===== src/rtl/usb_token_tx_if.sv =====
// Token request and serial beat bundle for usb_token_tx.
// slave  : the token builder (consumes tokens, produces beats)
// master : the requester / downstream sink that drives it
interface usb_token_tx_if #(
    parameter int BEAT_W = 1
);
    logic              tok_valid;
    logic              tok_ready;
    logic [3:0]        tok_pid;
    logic [6:0]        tok_addr;
    logic [3:0]        tok_endp;

    logic              tx_valid;
    logic              tx_ready;
    logic [BEAT_W-1:0] tx_data;
    logic              tx_sop;
    logic              tx_eop;

    modport master (
        output tok_valid, tok_pid, tok_addr, tok_endp, tx_ready,
        input  tok_ready, tx_valid, tx_data, tx_sop, tx_eop
    );

    modport slave (
        input  tok_valid, tok_pid, tok_addr, tok_endp, tx_ready,
        output tok_ready, tx_valid, tx_data, tx_sop, tx_eop
    );
endinterface


===== src/rtl/usb_token_tx.sv =====
// USB token packet builder and serializer.
// Accepts {PID, ADDR, ENDP}, runs the 11-bit {endp,addr} field through an
// external crc5 block (re-seeded via crc_rst_n, one crc_en cycle), then sends
// the 24-bit token {crc, endp, addr, ~pid, pid} LSB-first in BEAT_W-bit beats.
// Optional build macro USB_TOKEN_PID_CHECK_EN: PIDs outside {1,5,9,D} are
// consumed without any crc/tx activity and flagged with a one-cycle pid_err.
//
// state   | meaning
// --------+---------------------------------------------------------------
// S_IDLE  | tok_ready high, waiting for a token request
// S_INIT  | crc_rst_n low: crc5 reloads its seed
// S_CALC  | crc_en high: crc5 absorbs crc_data at the end of this cycle
// S_WAIT  | crc_in is settled; shift register is loaded at the end
// S_SHIFT | tx_valid high; one beat leaves per tx_ready handshake
module usb_token_tx #(
    parameter int BEAT_W = 1
) (
    input  logic                clk,
    input  logic                rst,
    usb_token_tx_if.slave       bus,
    output logic                crc_rst_n,
    output logic                crc_en,
    output logic [10:0]         crc_data,
    input  logic [4:0]          crc_in,
    output logic                pid_err
);

    localparam int NBEAT = 24 / BEAT_W;
    localparam int CNT_W = (NBEAT > 1) ? $clog2(NBEAT) : 1;
    localparam logic [CNT_W-1:0] LAST_BEAT = CNT_W'(NBEAT - 1);

    typedef enum logic [2:0] {
        S_IDLE,
        S_INIT,
        S_CALC,
        S_WAIT,
        S_SHIFT
    } state_t;

    state_t           state_q, state_d;
    logic [3:0]       pid_q, pid_d;
    logic [10:0]      crc_data_q, crc_data_d;
    logic             crc_rst_n_q, crc_rst_n_d;
    logic             crc_en_q, crc_en_d;
    logic             pid_err_q, pid_err_d;
    logic [23:0]      shift_q, shift_d;
    logic [CNT_W-1:0] beat_cnt_q, beat_cnt_d;

    logic             pid_ok;
    logic [4:0]       crc_tx;

    // Remainder goes out complemented with crc_in[4] first on the wire.
    assign crc_tx = ~{crc_in[0], crc_in[1], crc_in[2], crc_in[3], crc_in[4]};

    // PID acceptance filter; without the check every PID is a token.
    always_comb begin
`ifdef USB_TOKEN_PID_CHECK_EN
        pid_ok = (bus.tok_pid == 4'h1) || (bus.tok_pid == 4'h5) ||
                 (bus.tok_pid == 4'h9) || (bus.tok_pid == 4'hD);
`else
        pid_ok = 1'b1;
`endif
    end

    // Next-state and registered-output logic for the token sequencer.
    always_comb begin
        state_d     = state_q;
        pid_d       = pid_q;
        crc_data_d  = crc_data_q;
        crc_rst_n_d = 1'b1;
        crc_en_d    = 1'b0;
        pid_err_d   = 1'b0;
        shift_d     = shift_q;
        beat_cnt_d  = beat_cnt_q;

        case (state_q)
            S_IDLE: begin
                if (bus.tok_valid) begin
                    if (pid_ok) begin
                        pid_d       = bus.tok_pid;
                        crc_data_d  = {bus.tok_endp, bus.tok_addr};
                        crc_rst_n_d = 1'b0;
                        state_d     = S_INIT;
                    end else begin
                        pid_err_d   = 1'b1;
                    end
                end
            end
            S_INIT: begin
                crc_en_d = 1'b1;
                state_d  = S_CALC;
            end
            S_CALC: begin
                state_d = S_WAIT;
            end
            S_WAIT: begin
                // crc_data_q already holds {endp, addr} in packet order.
                shift_d    = {crc_tx, crc_data_q, ~pid_q, pid_q};
                beat_cnt_d = LAST_BEAT;
                state_d    = S_SHIFT;
            end
            S_SHIFT: begin
                if (bus.tx_ready) begin
                    shift_d = shift_q >> BEAT_W;
                    if (beat_cnt_q == '0) begin
                        state_d = S_IDLE;
                    end else begin
                        beat_cnt_d = beat_cnt_q - CNT_W'(1);
                    end
                end
            end
            default: begin
                state_d = S_IDLE;
            end
        endcase
    end

    // State and datapath registers.
    always_ff @(posedge clk or negedge rst) begin
        if (!rst) begin
            state_q     <= S_IDLE;
            pid_q       <= 4'h0;
            crc_data_q  <= 11'h000;
            crc_rst_n_q <= 1'b1;
            crc_en_q    <= 1'b0;
            pid_err_q   <= 1'b0;
            shift_q     <= 24'h000000;
            beat_cnt_q  <= '0;
        end else begin
            state_q     <= state_d;
            pid_q       <= pid_d;
            crc_data_q  <= crc_data_d;
            crc_rst_n_q <= crc_rst_n_d;
            crc_en_q    <= crc_en_d;
            pid_err_q   <= pid_err_d;
            shift_q     <= shift_d;
            beat_cnt_q  <= beat_cnt_d;
        end
    end

    assign bus.tok_ready = (state_q == S_IDLE);
    assign bus.tx_valid  = (state_q == S_SHIFT);
    assign bus.tx_data   = shift_q[BEAT_W-1:0];
    assign bus.tx_sop    = (state_q == S_SHIFT) && (beat_cnt_q == LAST_BEAT);
    assign bus.tx_eop    = (state_q == S_SHIFT) && (beat_cnt_q == '0);

    assign crc_rst_n = crc_rst_n_q;
    assign crc_en    = crc_en_q;
    assign crc_data  = crc_data_q;
    assign pid_err   = pid_err_q;

endmodule


===== src/flat_wrapper.sv =====
// flat-port wrapper written by rule: the top's interface ports become plain ports
module usb_token_tx_flat 
#(
    parameter int BEAT_W = 1
)
  (clk, rst, crc_rst_n, crc_en, crc_data, crc_in, pid_err, bus_tok_valid, bus_tok_pid, bus_tok_addr, bus_tok_endp, bus_tx_ready, bus_tok_ready, bus_tx_valid, bus_tx_data, bus_tx_sop, bus_tx_eop);
  usb_token_tx_if #(.BEAT_W(BEAT_W)) bus_i ();
  input  logic clk;
  input  logic rst;
  output logic crc_rst_n;
  output logic crc_en;
  output logic [10:0] crc_data;
  input  logic [4:0] crc_in;
  output logic pid_err;
  input wire logic [$bits(bus_i.tok_valid)-1:0] bus_tok_valid;
  input wire logic [$bits(bus_i.tok_pid)-1:0] bus_tok_pid;
  input wire logic [$bits(bus_i.tok_addr)-1:0] bus_tok_addr;
  input wire logic [$bits(bus_i.tok_endp)-1:0] bus_tok_endp;
  input wire logic [$bits(bus_i.tx_ready)-1:0] bus_tx_ready;
  output wire logic [$bits(bus_i.tok_ready)-1:0] bus_tok_ready;
  output wire logic [$bits(bus_i.tx_valid)-1:0] bus_tx_valid;
  output wire logic [$bits(bus_i.tx_data)-1:0] bus_tx_data;
  output wire logic [$bits(bus_i.tx_sop)-1:0] bus_tx_sop;
  output wire logic [$bits(bus_i.tx_eop)-1:0] bus_tx_eop;
  assign bus_i.tok_valid = bus_tok_valid;
  assign bus_i.tok_pid = bus_tok_pid;
  assign bus_i.tok_addr = bus_tok_addr;
  assign bus_i.tok_endp = bus_tok_endp;
  assign bus_i.tx_ready = bus_tx_ready;
  assign bus_tok_ready = bus_i.tok_ready;
  assign bus_tx_valid = bus_i.tx_valid;
  assign bus_tx_data = bus_i.tx_data;
  assign bus_tx_sop = bus_i.tx_sop;
  assign bus_tx_eop = bus_i.tx_eop;
  usb_token_tx #(.BEAT_W(BEAT_W)) u_core (.clk(clk), .rst(rst), .bus(bus_i), .crc_rst_n(crc_rst_n), .crc_en(crc_en), .crc_data(crc_data), .crc_in(crc_in), .pid_err(pid_err));
endmodule

===== config.mk =====
export PLATFORM = sky130hd
export DESIGN_NAME = usb_token_tx_flat
export DESIGN_NICKNAME = d
export VERILOG_FILES = /design/src/rtl/usb_token_tx_if.sv /design/src/rtl/usb_token_tx.sv /design/src/flat_wrapper.sv
export SDC_FILE = /design/constraint.sdc
export NUM_CORES = 1
export LEC_CHECK = 0
export ABC_CLOCK_PERIOD_IN_PS = 3970
export BUFFER_PORTS_ARGS = -buffer_cell sky130_fd_sc_hd__buf_2
export CAP_MARGIN = 20
export CORE_MARGIN = 2
export CORE_UTILIZATION = 35
export DETAILED_ROUTE_END_ITERATION = 10
export GPL_TIMING_DRIVEN = 0
export PLACE_DENSITY_LB_ADDON = 0.3
export SKIP_LAST_GASP = 1
export SLEW_MARGIN = 20
export SYNTH_ARGS = -nofsm -noshare
export SYNTH_HDL_FRONTEND = slang
export SYNTH_SLANG_ARGS = --single-unit

===== constraint.sdc =====
create_clock -name clk -period 3.97 [get_ports clk]
set_input_delay 0.5955 -clock clk [delete_from_list [all_inputs] [get_ports clk]]
set_output_delay 0.5955 -clock clk [all_outputs]
set_load 0.01 [all_outputs]

; Yosys cells after proc, flatten, opt, wreduce, memory -nomap -nowiden
; Index checks and enable logic that the tools add are counted.
[op_classes]
add_sub_neg = 1
n_mul = 0
div_mod_pow = 0
magnitude_cmp = 0
n_eq_ne = 9
n_shift = 0
mux = 12
n_bitwise = 2
n_reduce_logical = 9
[ops]
columns = cell, count
row1 = $pmux W24 S2, 1
row2 = $mux W24, 1
row3 = $pmux W3 S5, 1
row4 = $mux W5, 2
row5 = $pmux W5 S2, 1
row6 = $mux W3, 3
row7 = $eq A3 B2 Y1 const B, 2
row8 = $ne A2 B2 Y1 const B, 3
row9 = $reduce_and A3 Y1, 2
row10 = $eq A5 B5 Y1 const B, 1
row11 = $logic_not A5 Y1, 1
row12 = $not A5 Y5, 1
row13 = $sub A5 B1 Y5 const B, 1
row14 = $not A4 Y4, 1
row15 = $reduce_and A2 Y1, 2
row16 = $eq A3 B1 Y1 const B, 1
row17 = $eq A3 B3 Y1 const B, 1
row18 = $logic_not A3 Y1, 1
row19 = $mux W1, 3
row20 = $logic_and A1 B1 Y1, 2
row21 = $ne A2 B1 Y1 const B, 1
row22 = $reduce_bool A2 Y1, 1
[totals]
ff_bits = 49
latch_bits = 0
ram_bits = 0
mem_bits_ro = 0
input_bits = 24
output_inout_bits = 19
wordCells = 40
n_memories = 0

; Depth between registers and ports, before layout
; Gate-level depths: netlist of the first run.
[depth]
depth_word = 4
ltp_mapped = 6
mapped_depth_nobuf = 5

; Least setup slack after synthesis of the first run
; Ideal clock, no wire load.
[synth_timing]
path_kind = reg2out
from = reg u_core.beat_cnt_q[0]
to = out bus_tx_eop
arrival_time_ns = 1.393
t_required_ns = 3.374
setup_slack_ns = 1.981
path_stages_with_launch = 5
path_buffers = 0
path_cell_list = dfrtp_1 -> inv_1 -> ha_1 -> or4b_2 -> nor2_1
[synth_via]
elab_chain_cells = 2
[synth_rtl]
columns = element, line
row1 = "start, declared", usb_token_tx.sv:47  ; logic [CNT_W-1:0] beat_cnt_q, beat_cnt_d;
row2 = "start signal, assigned", usb_token_tx.sv:137  ; beat_cnt_q <= beat_cnt_d;
row3 = $logic_not A5 Y1, usb_token_tx.sv:145  ; assign bus.tx_eop = (state_q == S_SHIFT) && (beat_cnt_q == '0);
row4 = $logic_and A1 B1 Y1, usb_token_tx.sv:145
row5 = "end, declared", flat_wrapper.sv:24  ; output wire logic [$bits(bus_i.tx_eop)-1:0] bus_tx_eop;
; No other way between the ends.

; Final worst setup path of the first run
; Ends and elaborated chain as after synthesis.

==> results of run 1 <==
-- cells in the mapped netlist --
cell type,n,area (um2)
inv_1,11,41.3
nor2_1,4,15.0
inv_8,1,11.3
xnor2_1,1,8.76
buf_2,2,10.0
o221a_2,2,22.5
mux2_2,34,383
nand3b_1,1,7.51
a2bb2oi_1,1,8.76
a21oi_4,1,16.3
and2_1,1,6.26
a21oi_1,1,5.00
nand3_1,3,15.0
ha_1,2,25.0
mux2_4,15,225
buf_8,1,15.0
xor2_1,1,8.76
dfrtp_1,48,1200
or3_2,2,15.0
nand2_1,1,3.75
or3b_1,1,8.76
o41ai_1,2,17.5
and3b_2,1,10.0
mux2i_1,12,120
nor3b_1,1,7.51
dfstp_2,1,26.3
nor3_1,3,15.0
buf_4,1,7.51
o211ai_1,1,7.51
nor4b_1,1,8.76
or4b_2,2,20.0
o2bb2ai_1,1,8.76
o21ai_0,2,10.0
buf_6,5,56.3
or2_2,1,6.26
conb_1,1,3.75
-- critical path: stages, from the launching register on --
cell and delay [ns]:
dfrtp_1 0.44, inv_1 0.08, ha_1 0.19, or4b_2 0.62, nor2_1 0.11, buf_2 0.13
-- worst paths after layout --
kind	from	end	slack, ns
hold reg to reg	u_core.shift_q[23]$_DFFE_PN0P_	u_core.shift_q[23]$_DFFE_PN0P_	0.51
setup reg to reg	u_core.state_q[1]$_DFFE_PN0P_	u_core.shift_q[11]$_DFFE_PN0P_	1.95
setup / recovery	u_core.beat_cnt_q[0]$_DFFE_PN0P_	bus_tx_eop	1.52
hold / removal	rst	u_core.crc_data[8]$_DFFE_PN0P_	0.24
max in group asynchronous	rst	u_core.state_q[0]$_DFFE_PN0P_	3.22
min in group clk	crc_in[0]	u_core.shift_q[23]$_DFFE_PN0P_	0.47
-- where the power goes --
part           switching, mW  total (mW)  internal (mW)
sequential             0.156       0.900          0.745
clock                  0.161       0.366          0.206
combinational          0.348       0.902          0.555
-- area by class of cell --
type	count	area [um2]	share of cell area
plain buffers	9	88.8	0.0316
clock buffers	7	86.3	0.0307
clock inverters	1	30.0	0.0107
inverters	12	52.6	0.0187
multi-input cells	99	1010	0.359
flip-flops and latches	49	1230	0.436
well taps	80	100	0.0356
repair buffers	41	220	0.0782
-- cell usage in the layout, fill, tap and decap left out, types with 2 or more instances in the layout --
cell and count:
o221a_2 2, clkbuf_8 6, buf_2 42, dfrtp_1 48
or4b_2 2, o41ai_1 2, mux2_4 15, ha_1 2
nor2_1 4, mux2_2 34, o21ai_0 2, or3_2 2
nor3_1 3, nand3_1 3, buf_6 5, mux2i_1 12
inv_1 11
-- metrics by stage --
stage / hold slack, ns / total power, mW / utilization / instances / cell area (um2)
global placement: 0.479 / 1.81 / 0.401 / 289 / 2680
detailed placement: 0.481 / 1.83 / 0.404 / 290 / 2700
finish: 0.237 / 2.17 / 0.421 / 298 / 2820
CTS: 0.251 / 2.21 / 0.421 / 298 / 2820
global route: 0.263 / 2.34 / 0.421 / 298 / 2820
floorplan: 0.300 / 1.60 / - / 169 / 2380
-- metal layers --
| metal | wire [um] | vias up | global-route usage |
|---|---|---|---|
| met5 | 0 | - | 0 |
| met4 | 49 | 0 | 0.0341 |
| met3 | 133 | 4 | 0.0286 |
| met2 | 1910 | 22 | 0.178 |
| met1 | 1930 | 693 | 0.164 |
| li1 | - | 689 | - |
-- cell families after synthesis --
group                    synth area share
multiplexers                        0.306
flip-flops                          0.516
AND/OR/NAND/NOR                    0.0584
buffers and inverters              0.0594
AO/OA/AOI/OAI                      0.0405
adder cells (fa/ha/maj)            0.0105
XOR/XNOR                          0.00737
other                             0.00158
-- flip-flops by register name, summed over array words and instances (netlist names) --
name,flops
u_core.state_q,3
u_core.crc_en,1
u_core.pid_q,4
u_core.beat_cnt_q,5
u_core.crc_data,11
u_core.shift_q,24
u_core.crc_rst_n,1
==> qor.yml, run 1 <==
synth:
  ys_types: 36
  synth_cells: 169
  ys_seq_area_frac: 0.516
  syn_avg_cell_area_um2: 14.1
  ys_ff_latch: 49
  syn_area_mm2: 0.00238
  yosysWarnings: 0
  synth_fp_nets: 195
die:
  die_h_um: 86.4
  io_pins: 43
  num_rows: 30
  core_mm2: 0.00668
  start_util: 0.356
  dieArea_mm2: 0.00747
  die_x_um: 86.4
job:
  cap_violations: 0
worst_setup_path:
  startpoint_type: "flop"
  endpoint_kind: "output port"
  cp_data_required_time_ns: 3.37
  worstRegToRegCells: 6
  cp_max_fo: 6
  path_class: "flop to output port"
  crit_arrival_ns: 1.86
final_layout:
  fin_nets: 243
  fill_cells: 658
  diodes: 0
  drive_above_1_share: 0.537
  area_delta_synth_final_pct: 18.4
place:
  place_congestion: 0.738
  dp_slack_ns: 1.85
  dp_hpwl_um: 2890
  numPortBuffers: 40
timing:
  fmax_ghz: 0.408
  min_period_over_period: 0.618
  setup_viol: 0
  hold_violations: 0
  rsz0062_at_grt: "no"
  timing.final.ws_setup_ns: 1.52
  slew_viol_final: 0
  timing.final.crit_period_ns: 2.45
  fin_setup_tns_ns: 0
  fin_skew_ns: 0.00663
route:
  drcViolationCount: 0
  firstDrtPassIters: 4
  routed_wl_um: 4020
  drt-initial-drc-count: 54
  antenna_left: 0
  vias: 1408
  post_drt_wl_per_cell_um: 13.5
  via_per_inst: 4.72
clocking:
  clk_pin_slew_ns: 0.09
  clockBufferDepth: 2
  ctsResizeCount: 0
  h-tree-depth: 2
  cts_setup_buffers: 0
  clk_latency_ns: 0.29
  clkSinkCount: 49
  cts_made_buffers: 5
  cts_tree: "yes"
  cts_root_buf: "clkbuf_8"
  cts_hold_buf: 0
power:
  power_density_mw_per_mm2: 771
  power.leakage_nw: 1.34
  ir_worst_vdd_uv: 381
global_route:
  grt_pass1_vias: 1384
  grt_max_degree: 31
  overflow: 0
  grt_pass1_wl_um: 6870
  grt_usage: 0.116
  antenna_found_initial: 0
min_path:
  hold_path.class: "primary input to async pin"
outcome:
  status: "finished clean"
(Power assumes the default switching activity.)
==> run 2, diff against run 1 <==
ABC_CLOCK_PERIOD_IN_PS = 2200   (was 3970)
clock period = 2.2 ns   (was 3.97 ns; I/O delays follow)
==> qor.yml, run 2 (synthesis results as in run 1) <==
outcome:
  status: "finished clean"  # unchanged
timing:
  fin_skew_ns: 0.00684  # was 0.00663 ns
  timing.final.crit_period_ns: 2.05
  slew_viol_final: 0  # unchanged
  whs_ns: 0.205  # was 0.237 ns
  hold_violations: 0  # unchanged
  setup_viol: 0  # unchanged
  rsz0062_at_grt: "no"  # unchanged
  fmax_ghz: 0.488
  timing.final.ws_setup_ns: 0.150  # was 1.52 ns
  fin_setup_tns_ns: 0  # unchanged
  min_period_over_period: 0.932
route:
  drcViolationCount: 0  # unchanged
  vias: 1434  # was 1408
  antenna_left: 0  # unchanged
  firstDrtPassIters: 4  # unchanged
  via_per_inst: 4.75  # was 4.72
  post_drt_wl_per_cell_um: 13.5  # about the same
  routed_wl_um: 4080  # was 4020 um
  drt-initial-drc-count: 50  # was 54
global_route:
  grt_max_degree: 31  # unchanged
  antenna_found_initial: 0  # unchanged
  grt_pass1_vias: 1387  # was 1384
  grt_pass1_wl_um: 6890  # was 6870 um
  overflow: 0  # unchanged
  grt_usage: 0.116  # about the same
die:
  die_x_um: 86.4  # unchanged
  dieArea_mm2: 0.00747  # unchanged
  start_util: 0.356  # unchanged
  io_pins: 43  # unchanged
  num_rows: 30  # unchanged
  die_h_um: 86.4  # unchanged
  core_mm2: 0.00668  # unchanged
worst_setup_path:
  crit_arrival_ns: 1.72  # was 1.86 ns
  startpoint_type: "flop"  # unchanged
  endpoint_kind: "output port"  # unchanged
  reg2reg_setup_slack_ns: 0.18  # was 1.95 ns
  worstRegToRegCells: 6  # unchanged
  endpoint: "bus_tx_valid"  # was bus_tx_eop
  path_class: "flop to output port"  # unchanged
  crit_start: "u_core.state_q[1]$_DFFE_PN0P_"  # was u_core.beat_cnt_q[0]$_DFFE_PN0P_
  rr_startpoint: "u_core.state_q[1]$_DFFE_PN0P_"  # unchanged
  reg2reg_to: "u_core.shift_q[11]$_DFFE_PN0P_"  # unchanged
  cp_data_required_time_ns: 1.87  # was 3.37 ns
  cp_max_fo: 10  # was 6
final_layout:
  final_common_cell: "dfrtp_1"  # unchanged
  diodes: 0  # unchanged
  post-route-util: 0.427  # was 0.421
  multi_input_area_mm2: 0.00102  # was 0.00101 mm2
  seqCellArea_mm2: 0.00123  # about the same
  fin_nets: 247  # was 243
  area_delta_synth_final_pct: 20.0  # was 18.4%
  top_register: "u_core.shift_q"  # unchanged
  drive_above_1_share: 0.550  # was 0.537
  finalNonFillerCells: 302  # was 298
  final_cell_mix: "dfrtp_1, buf_2, mux2_2"  # unchanged
  largest_reg_flops: 24  # unchanged
  fill_cells: 657  # was 658
clocking:
  cts_made_buffers: 5  # unchanged
  h-tree-depth: 2  # unchanged
  clkSinkCount: 49  # unchanged
  cts_tree: "yes"  # unchanged
  clk_pin_slew_ns: 0.09  # about the same
  clk_latency_ns: 0.29  # about the same
  clockBufferDepth: 2  # unchanged
  cts_root_buf: "clkbuf_8"  # unchanged
power:
  power.leakage_nw: 1.35  # was 1.34 nW
  ir_worst_vdd_uv: 687  # was 381 uV
  power_density_mw_per_mm2: 1380  # was 771 mW/mm2
place:
  place_congestion: 0.738  # unchanged
  dp_slack_ns: 0.183  # was 1.85 ns
  numPortBuffers: 40  # unchanged
  dp_hpwl_um: 2890  # unchanged
  dp.cells: 290  # unchanged
job:
  cap_violations: 0  # unchanged
min_path:
  hold_path.class: "primary input to flop"  # was primary input to async pin
==> run 2: cell types whose count changed in the layout (fill, tap and decap cells not counted), sizes merged <==
cell	before	now
buf	50	53
dlygate4sd3	0	1
==> run 2: layer usage <==
metal | part of all wire | track usage | routed length (um)
met3 | 0.034 | 0.0286 | 137
met2 | 0.47 | 0.178 | 1930
met4 | 0.012 | 0.0341 | 49
met5 | 0 | 0 | 0
met1 | 0.48 | 0.165 | 1960
==> run 2: final cells by class <==
cell class	instances	share of cell area
clock inverters	1	0.0105
well taps	80	0.0351
plain buffers	9	0.0311
clock buffers	7	0.0302
flip-flops and latches	49	0.430
multi-input cells	99	0.356
repair buffers	45	0.0885
inverters	12	0.0184
==> run 2: how the worst min path moves through the flow <==
stage / startpoint / endpoint / slack, ns / cells after the start
detailed placement: rst / u_core.crc_data[8]$_DFFE_PN0P_ / 0.31 / 1
CTS: crc_in[0] / u_core.shift_q[23]$_DFFE_PN0P_ / 0.20 / 2
global route: crc_in[0] / u_core.shift_q[23]$_DFFE_PN0P_ / 0.21 / 2
floorplan: rst / u_core.beat_cnt_q[0]$_DFFE_PN0P_ / 0.03 / 0
global placement: u_core.shift_q[23]$_DFFE_PN0P_ / u_core.shift_q[23]$_DFFE_PN0P_ / 0.48 / 1
finish: crc_in[0] / u_core.shift_q[23]$_DFFE_PN0P_ / 0.21 / 2
==> run 2: report_power, final <==
group / leakage, nW / switching [mW] / total, mW / internal, mW
Clock: 0.0585 / 0.291 / 0.662 / 0.371
Combinational: 0.723 / 0.641 / 1.67 / 1.03
Sequential: 0.573 / 0.277 / 1.62 / 1.35
==> run 2: timing repair <==
action                     in CTS  in global routing
setup buffers                   0                  3
hold buffers                    1                  0
hold endpoints to repair       18                  0
setup endpoints to repair       0                  1
gates resized for setup         0                  3
==> run 2: metrics by stage <==
stage,power (mW),area (um2)
floorplan,2.88,2380
global placement,3.26,2680
detailed placement,3.30,2700
CTS,3.98,2830
global route,4.27,2860
finish,3.95,2860
==> run 2: worst max-delay path: stages, from the launching register on <==
cell,delay (ns)
dfrtp_1,0.46
or3b_1,0.41
buf_6,0.16
inv_8,0.10
buf_8,0.16
buf_2,0.14
==> run 3, diff against run 2 <==
CORE_MARGIN = not set   (was 2)
GPL_ROUTABILITY_DRIVEN = 0   (was not set)
==> qor.yml, run 3 (synthesis results as in run 1) <==
worst_setup_path:
  endpoint_kind: "output port"  # unchanged
  path_class: "flop to output port"  # unchanged
  cp_data_required_time_ns: 1.87  # about the same
  cp_max_fo: 10  # unchanged
  slowest_delay_ns: 0.45  # was 0.46 ns
  startpoint_type: "flop"  # unchanged
  crit_path_cell_trace: "or3b_1 -> buf_6 -> inv_8 -> buf_8 -> buf_2"  # unchanged
  crit_arrival_ns: 1.72  # about the same
  cp_slowest_cell: "dfrtp_1"  # unchanged
  rr_startpoint: "u_core.state_q[1]$_DFFE_PN0P_"  # unchanged
  crit_start: "u_core.state_q[1]$_DFFE_PN0P_"  # unchanged
global_route:
  grt_max_degree: 30  # was 31
  overflow: 0  # unchanged
  grt_pass1_wl_um: 7050  # was 6890 um
  grt_usage: 0.127  # was 0.116
  antenna_found_initial: 0  # unchanged
  grt_pass1_vias: 1405  # was 1387
die:
  core_mm2: 0.00646  # was 0.00668 mm2
  io_pins: 43  # unchanged
  start_util: 0.368  # was 0.356
  die_x_um: 84.4  # was 86.4 um
  dieArea_mm2: 0.00713  # was 0.00747 mm2
  num_rows: 29  # was 30
  die_h_um: 84.4  # was 86.4 um
final_layout:
  seqCellArea_mm2: 0.00123  # unchanged
  finalNonFillerCells: 296  # was 302
  drive_above_1_share: 0.543  # was 0.550
  fill_cells: 607  # was 657
  largest_reg_flops: 24  # unchanged
  final_cell_mix: "dfrtp_1, buf_2, mux2_2"  # unchanged
  fin_nets: 244  # was 247
  final_common_cell: "dfrtp_1"  # unchanged
  area_delta_synth_final_pct: 17.7  # was 20.0%
  top_register: "u_core.shift_q"  # unchanged
  diodes: 0  # unchanged
  multi_input_area_mm2: 0.00101  # was 0.00102 mm2
timing:
  min_period_over_period: 0.930  # was 0.932
  whs_ns: 0.196  # was 0.205 ns
  hold_violations: 0  # unchanged
  fin_setup_tns_ns: 0  # unchanged
  rsz0062_at_grt: "no"  # unchanged
  timing.final.crit_period_ns: 2.05  # about the same
  setup_viol: 0  # unchanged
  fin_skew_ns: 0.00486  # was 0.00684 ns
  slew_viol_final: 0  # unchanged
  fmax_ghz: 0.489  # was 0.488 GHz
clocking:
  h-tree-depth: 2  # unchanged
  cts_root_buf: "clkbuf_8"  # unchanged
  clockBufferDepth: 2  # unchanged
  clkSinkCount: 49  # unchanged
  clk_latency_ns: 0.30  # was 0.29 ns
  cts_setup_buffers: 0  # unchanged
  cts_tree: "yes"  # unchanged
  clk_pin_slew_ns: 0.09  # about the same
  cts_made_buffers: 5  # unchanged
power:
  clock_power_share: 0.141  # was 0.167
  total_power_mw: 3.81  # was 3.95 mW
  power_density_mw_per_mm2: 1360  # was 1380 mW/mm2
  p_seq_frac: 0.432  # was 0.410
  intPower_mw: 2.57  # was 2.75 mW
  p_switching_mw: 1.23  # was 1.21 mW
  sw_frac_of_total: 0.324  # was 0.305
  power.leakage_nw: 1.33  # was 1.35 nW
  combPwrFrac: 0.427  # was 0.423
  ir_worst_vdd_uv: 460  # was 687 uV
job:
  cap_violations: 0  # unchanged
route:
  vias: 1429  # was 1434
  routed_wl_um: 4060  # was 4080 um
  firstDrtPassIters: 9  # was 4
  post_drt_wl_per_cell_um: 13.7  # was 13.5 um
  drt-initial-drc-count: 67  # was 50
  antenna_left: 0  # unchanged
  via_per_inst: 4.83  # was 4.75
  drcViolationCount: 2  # was 0
outcome:
  status: "complete, but fails checks"  # was finished clean
  violations: "DRC"
min_path:
  min-delay-start: "crc_in[0]"  # unchanged
  hold_path.class: "primary input to flop"  # unchanged
place:
  numPortBuffers: 40  # unchanged
  dp.cells: 287  # was 290
  dp_hpwl_um: 2900  # was 2890 um
==> run 3: cell types whose count changed in the layout (fill, tap and decap cells not counted) <==
| cell | delta |
|---|---|
| buf_4 | -3 |
| clkinvlp_4 | +1 |
| ha_2 | -1 |
| clkbuf_1 | -1 |
| inv_6 | +1 |
| ha_1 | +1 |
| clkbuf_8 | -1 |
| bufinv_16 | -1 |
| clkinv_2 | +1 |
==> run 3: routing by layer <==
metal  global-route usage  part of all wire  up-vias
li1                     -                 -      691
met5                    0                 0        -
met1                0.183              0.49      706
met3               0.0265             0.034        6
met4               0.0508             0.018        0
met2                0.187              0.46       26
==> run 3: final timing paths <==
path	end	slack, ns	cells past startpoint
setup / recovery	bus_tx_valid	0.15	5
hold / removal	u_core.shift_q[23]$_DFFE_PN0P_	0.20	2
setup reg to reg	u_core.shift_q[14]$_DFFE_PN0P_	0.20	6
hold reg to reg	u_core.shift_q[23]$_DFFE_PN0P_	0.50	1
max in group asynchronous	u_core.beat_cnt_q[0]$_DFFE_PN0P_	1.14	3
min in group asynchronous	u_core.crc_data[4]$_DFFE_PN0P_	0.52	2
==> run 3: power groups by stage <==
| stage | Combinational (mW) | Sequential (mW) | Clock (mW) |
|---|---|---|---|
| 3_3_place_gp | 1.62 | 1.64 | 0 |
| 6_report | 1.62 | 1.64 | 0.538 |
| 3_5_place_dp | 1.66 | 1.65 | 0 |
| 2_1_floorplan | 1.24 | 1.64 | 0 |
| 5_1_grt | 1.78 | 1.70 | 0.599 |
| 4_1_cts | 1.66 | 1.64 | 0.562 |
==> run 3: stage by stage <==
stage / setup WS, ns / utilization / area (um2)
floorplan: 0.318 / - / 2380
global placement: 0.206 / 0.414 / 2680
detailed placement: 0.196 / 0.417 / 2700
CTS: 0.0206 / 0.433 / 2800
global route: 0.0697 / 0.434 / 2800
finish: 0.155 / 0.434 / 2800
==> run 3: worst max-delay path: cells and delay by family (launching register included) <==
kind	cells	cell delay [ns]
and+or+nand+nor	1	0.41
DFF	1	0.45
buffers and inverters	4	0.56
==> run 3: area by class of cell <==
cell class / instances / area share
buffer: 9 / 0.0317
clock buffer: 5 / 0.0246
clock inverter: 3 / 0.00760
inverter: 12 / 0.0188
multi-input combinational: 99 / 0.362
sequential: 49 / 0.439
tap: 77 / 0.0344
timing repair buffer: 42 / 0.0822
==> run 3: timing repair <==
action	CTS	global route
endpoints found under the setup margin	0	1
hold buffers	1	0
hold endpoints to repair	19	0
resized for setup	0	2
